**src/rtl/serial_adder_if.sv**
```systemverilog
// Handshake and operand/result bundle for serial_adder.
// The master drives the request side; the slave (the adder) drives the status and results.
interface serial_adder_if #(
    parameter int WIDTH = 8
);
    logic             start;
    logic [WIDTH-1:0] a;
    logic [WIDTH-1:0] b;
    logic             cin;
    logic             busy;
    logic             done;
    logic [WIDTH-1:0] sum;
    logic             cout;
    logic             overflow;

    modport master (
        output start, a, b, cin,
        input  busy, done, sum, cout, overflow
    );

    modport slave (
        input  start, a, b, cin,
        output busy, done, sum, cout, overflow
    );
endinterface

```
**src/rtl/serial_adder.sv**
```systemverilog
// Multi-cycle adder: WIDTH-bit operands summed DIGIT bits per clock, LSB first,
// through a ripple of DIGIT full-adder cells and a registered carry.
module serial_adder #(
    parameter int WIDTH = 8,
    parameter int DIGIT = 1
) (
    input logic           clk,
    input logic           rst_n,
    serial_adder_if.slave bus
);
    localparam int N     = WIDTH / DIGIT;
    localparam int CNT_W = (N > 1) ? $clog2(N) : 1;

    typedef enum logic [1:0] {
        IDLE = 2'd0,
        RUN  = 2'd1,
        DONE = 2'd2
    } state_t;

    state_t           state, state_next;
    logic [WIDTH-1:0] op_a, op_b, psum, psum_next;
    logic [WIDTH-1:0] sum_q;
    logic             carry, cout_q, ovf_q;
    logic [CNT_W-1:0] step;
    logic [DIGIT-1:0] digit_sum;
    logic [DIGIT:0]   chain_c;
    logic             accept, last_step;

    always_comb begin
        chain_c    = '0;
        digit_sum  = '0;
        chain_c[0] = carry;
        for (int unsigned i = 0; i < DIGIT; i++) begin
            digit_sum[i]   = op_a[i] ^ op_b[i] ^ chain_c[i];
            chain_c[i + 1] = (op_a[i] & op_b[i]) | (chain_c[i] & (op_a[i] ^ op_b[i]));
        end
        // New digit enters at the MSB end so the completed word lands LSB-aligned.
        psum_next = (psum >> DIGIT) | (WIDTH'(digit_sum) << (WIDTH - DIGIT));
    end

    always_comb begin
        state_next = state;
        accept     = 1'b0;
        last_step  = 1'b0;
        case (state)
            IDLE, DONE: begin
                if (bus.start) begin
                    accept     = 1'b1;
                    state_next = RUN;
                end else begin
                    state_next = IDLE;
                end
            end
            RUN: begin
                if (step == CNT_W'(N - 1)) begin
                    last_step  = 1'b1;
                    state_next = DONE;
                end
            end
            default: state_next = IDLE;
        endcase
    end

    always_ff @(posedge clk or negedge rst_n) begin
        if (!rst_n) begin
            state  <= IDLE;
            op_a   <= '0;
            op_b   <= '0;
            psum   <= '0;
            carry  <= 1'b0;
            step   <= '0;
            sum_q  <= '0;
            cout_q <= 1'b0;
            ovf_q  <= 1'b0;
        end else begin
            state <= state_next;
            if (accept) begin
                op_a  <= bus.a;
                op_b  <= bus.b;
                carry <= bus.cin;
                psum  <= '0;
                step  <= '0;
            end else if (state == RUN) begin
                op_a  <= op_a >> DIGIT;
                op_b  <= op_b >> DIGIT;
                carry <= chain_c[DIGIT];
                psum  <= psum_next;
                step  <= step + 1'b1;
                if (last_step) begin
                    // On the final step the top chain cell is bit WIDTH-1.
                    sum_q  <= psum_next;
                    cout_q <= chain_c[DIGIT];
                    ovf_q  <= chain_c[DIGIT] ^ chain_c[DIGIT - 1];
                end
            end
        end
    end

    assign bus.busy     = (state == RUN);
    assign bus.done     = (state == DONE);
    assign bus.sum      = sum_q;
    assign bus.cout     = cout_q;
    assign bus.overflow = ovf_q;
endmodule

```
**src/flat_wrapper.sv**
```systemverilog
// flat-port wrapper written by rule: the top's interface ports become plain ports
module serial_adder_flat 
#(
    parameter int WIDTH = 8,
    parameter int DIGIT = 1
)
  (clk, rst_n, bus_start, bus_a, bus_b, bus_cin, bus_busy, bus_done, bus_sum, bus_cout, bus_overflow);
  serial_adder_if #(.WIDTH(WIDTH)) bus_i ();
  input logic clk;
  input logic rst_n;
  input wire logic [$bits(bus_i.start)-1:0] bus_start;
  input wire logic [$bits(bus_i.a)-1:0] bus_a;
  input wire logic [$bits(bus_i.b)-1:0] bus_b;
  input wire logic [$bits(bus_i.cin)-1:0] bus_cin;
  output wire logic [$bits(bus_i.busy)-1:0] bus_busy;
  output wire logic [$bits(bus_i.done)-1:0] bus_done;
  output wire logic [$bits(bus_i.sum)-1:0] bus_sum;
  output wire logic [$bits(bus_i.cout)-1:0] bus_cout;
  output wire logic [$bits(bus_i.overflow)-1:0] bus_overflow;
  assign bus_i.start = bus_start;
  assign bus_i.a = bus_a;
  assign bus_i.b = bus_b;
  assign bus_i.cin = bus_cin;
  assign bus_busy = bus_i.busy;
  assign bus_done = bus_i.done;
  assign bus_sum = bus_i.sum;
  assign bus_cout = bus_i.cout;
  assign bus_overflow = bus_i.overflow;
  serial_adder #(.WIDTH(WIDTH), .DIGIT(DIGIT)) u_core (.clk(clk), .rst_n(rst_n), .bus(bus_i));
endmodule
```
**config.mk**
```make
export PLATFORM = sky130hd
export DESIGN_NAME = serial_adder_flat
export DESIGN_NICKNAME = d
export VERILOG_FILES = /design/src/rtl/serial_adder_if.sv /design/src/rtl/serial_adder.sv /design/src/flat_wrapper.sv
export SDC_FILE = /design/constraint.sdc
export NUM_CORES = 1
export LEC_CHECK = 0
export CAP_MARGIN = 15
export CORE_UTILIZATION = 52
export DETAILED_ROUTE_END_ITERATION = 6
export MAX_ROUTING_LAYER = met4
export PLACE_DENSITY = 0.84
export SYNTH_ARGS = -nofsm -noshare
export SYNTH_HDL_FRONTEND = slang
export SYNTH_SLANG_ARGS = --single-unit
export TNS_END_PERCENT = 20
```
**constraint.sdc**
```tcl
create_clock -name clk -period 1.6 [get_ports clk]
set_input_delay 0.48 -clock clk [delete_from_list [all_inputs] [get_ports clk]]
set_output_delay 0.48 -clock clk [all_outputs]
set_load 0.01 [all_outputs]
```
==> impl_metrics.csv <==
group,metric,value,unit
worst_setup_path,cp-end-kind,"primary output",
die,die_h,61.41,µm
die,core-area,3363,µm²
final_layout,fin_area,2285,µm²
placement,place_hpwl,2368,µm
timing,fmax,642.8,MHz
synth,ys_top_cells_by_count,"dfrtp_1 (39), a22o_1 (11), mux2_2 (11), nor2_1 (9)",
global_routing,grt_overflow,0,
timing,clock-skew-final,0.004052,ns
routing,route.detailed.drc,0,
routing,drt_iter0_drc,52,
worst_setup_path,cpPeakStageDelay,0.41,ns
worst_setup_path,crit_fanout,3,
routing,drt_pass1_iterations,4,
timing,period_share,97.23,%
cts,cts_tree,"done",
routing,antenna_left,0,
synth,synth.area.top_cells,"dfrtp_1 (53%), mux2_2 (6.7%), mux2_4 (5.7%), a22o_1 (5.2%), mux2i_1 (3.8%)",
cts,clk_pin_slew,0.11,ns
global_routing,grt_max_degree,40,
final_layout,n_antenna_cell,0,
worst_setup_path,worst-endpoint-arrival,1.08,ns
synth,avgSynthCellArea,12.24,µm²
synth,syn-cell-area,1836,µm²
worst_setup_path,critPathKind,"flop to primary output",
synth,ys_warn_count,0,
routing,vias_per_cell,5.398,
pwr,powerDensity,1781,nW/µm²
timing,relSlewSlack,67.80,%
routing,totalWireLength,3344,µm
cts,ctsHoldBuffers,0,
synth,yosysMostFrequentCell,"dfrtp_1",
global_routing,grt_pass1_wl,5347,µm
worst_setup_path,cp_cell_sequence,"nand2b_4, inv_4, buf_6",
worst_setup_path,worstSetupStartpointType,"flop",
synth,ys_types,26,
synth,ys_seq_area_share,53.17,%
synth,yosysTopAreaCell,"dfrtp_1",
placement,port_buffers,31,
final_layout,final_nets,212,
die,initial_core_util,54.58,%
worst_setup_path,cp_slowest_cell,"dfrtp_1",
timing,finalSetupViolations,0,
cts,htreeDepth,2,
global_routing,grtUsageTotal,21.05,%
flow_run,drv_cap,0,
synth,ys_ff_latch,39,
final_layout,drive_above_1_share,23.68,%
final_layout,area_growth,24.47,%
cts,cts_buffers,5,
synth,synth_top_area_share,53.17,%
timing,period_needed,1.556,ns
placement,routabilityCongestion,0.7234,
cts,clockBufferDepth,2,
cts,root_buffer,"clkbuf_4",
routing,wl_per_cell,14.17,µm
global_routing,grt_pass1_vias,1198,
timing,rsz0062_at_grt,"yes",
cts,clk_latency,0.35,ns
synth,ys.flop_type,"dfrtp_1",
die,die_w,61.41,µm
die,placementRows,21,
timing,slew_violations,0,
die,io_pins,32,
worst_setup_path,worst_path_dominant_cell_family,"flip-flops",
pwr,p_leak,1.051,nW
synth,async_flop_share,100.0,%
synth,synth_edf_count,0,
placement,post_dp_cell_area,2218,µm²
die,die-area,3771,µm²
timing,final-hold-violation-count,0,
worst_setup_path,crit_buf_inv,2,
synth,syn_nets,173,
worst_setup_path,critPathRequiredTime,1.12,ns
timing,worst-slew-pin-transition,0.4830,ns
final_layout,fill_cells,288,
cts,clkSinkCount,39,
pwr,vdd_ir_drop_max,1.250,mV
worst_hold_path,hold_path.class,"input port to async pin",
synth,syn_inst,150,
run_status,status,"finished clean",
global_routing,antenna_found_initial,0,
pwr,power,4.069,mW
routing,vias,1274,
## flip-flops by register name (all words and copies together), names as in the netlist
register             cells
u_core.state             2
u_core.psum              7
u_core.carry             1
u_core.bus.cout          1
u_core.bus.sum           8
u_core.op_b              8
u_core.step              3
u_core.bus.overflow      1
u_core.op_a              8
## area by class of cell
class                      count  area, µm²  share of cell area [%]
clock inverter                 3      15.01                  0.6572
inverter                       2      10.01                  0.4381
clock buffer                   5      37.54                   1.643
sequential                    39      975.9                   42.72
tap                           46      57.56                   2.519
multi-input combinational     98      793.3                   34.72
timing repair buffer          43      395.4                   17.31
## power by group
group / switching, mW / internal (mW)
sequential: 0.315 / 1.44
combinational: 0.809 / 1.03
clock: 0.317 / 0.163
## worst paths after layout
check | slack (ns) | endpoint | cells after the start | startpoint
hold / removal | 0.17 | u_core.psum[3]$_DFFE_PN0P_ | 2 | rst_n
hold reg to reg | 0.49 | u_core.bus.overflow$_DFFE_PN0P_ | 2 | u_core.bus.overflow$_DFFE_PN0P_
min in group clk | 0.49 | u_core.bus.overflow$_DFFE_PN0P_ | 2 | u_core.bus.overflow$_DFFE_PN0P_
setup reg to reg | 0.07 | u_core.bus.sum[5]$_DFFE_PN0P_ | 5 | u_core.step[0]$_DFFE_PN0P_
max in group asynchronous | 1.10 | u_core.op_b[2]$_DFFE_PN0P_ | 2 | rst_n
setup / recovery | 0.04 | bus_busy | 3 | u_core.state[1]$_DFFE_PN0P_
## cell usage in the layout (no fill, tap or decap), types with 2 or more instances in the layout
| cell type | synthesis | layout |
|---|---|---|
| a211oi_1 | 6 | 6 |
| a21oi_1 | 6 | 6 |
| a22o_1 | 11 | 11 |
| buf_2 | 6 | 2 |
| buf_4 | 1 | 10 |
| buf_6 | 3 | 2 |
| clkbuf_4 | 0 | 5 |
| clkdlybuf4s50_1 | 0 | 18 |
| clkinv_2 | 0 | 3 |
| dfrtp_1 | 39 | 39 |
| dlygate4sd2_1 | 0 | 10 |
| ha_1 | 2 | 2 |
| mux2_2 | 11 | 11 |
| mux2_4 | 7 | 7 |
| mux2i_1 | 7 | 7 |
| nand2_1 | 2 | 2 |
| nand3_1 | 2 | 2 |
| nor2_1 | 9 | 9 |
| nor2b_1 | 8 | 8 |
| nor3_1 | 8 | 8 |
| o21ai_0 | 3 | 3 |
| o22ai_1 | 8 | 8 |
| xnor2_1 | 2 | 2 |
## kinds of logic (layout without fill, tap and decap cells)
group	after synthesis	after routing	share of synthesized area [%]
xor+xnor	2	2	0.9545
flops	39	39	53.17
buf+inv	13	53	4.499
compound gates	35	35	13.29
simple gates	33	33	9.339
mux	25	25	16.29
fa+ha+maj	3	3	2.454
## routing by layer
layer	vias to the layer above	GRT usage (%)	share of wire [%]
li1	620	-	-
met1	614	23.64	44
met2	32	33.85	49
met3	8	7.563	5.1
met4	0	9.206	2.6
met5	-	-	0
## what timing repair did
| item | CTS | global route |
|---|---|---|
| cloned | 0 | 0 |
| resized for setup | 22 | 2 |
| buffers inserted | 0 | 1 |
| setup endpoints to repair | 19 | 11 |
## per-stage QoR
stage / hold slack (ns) / util (%) / instances / setup slack (ns) / setup TNS [ns]
floorplan: 0.1844 / - / 150 / 0.1517 / 0
global placement: 0.4605 / 65.96 / 227 / -0.1102 / -1.829
detailed placement: 0.4806 / 65.96 / 227 / -0.1286 / -2.361
CTS: 0.1661 / 67.37 / 235 / 0.01001 / 0
global route: 0.1855 / 67.93 / 236 / -0.02519 / -0.03388
finish: 0.1699 / 67.93 / 236 / 0.04439 / 0
No activity file was read; power rests on OpenSTA's default activity.
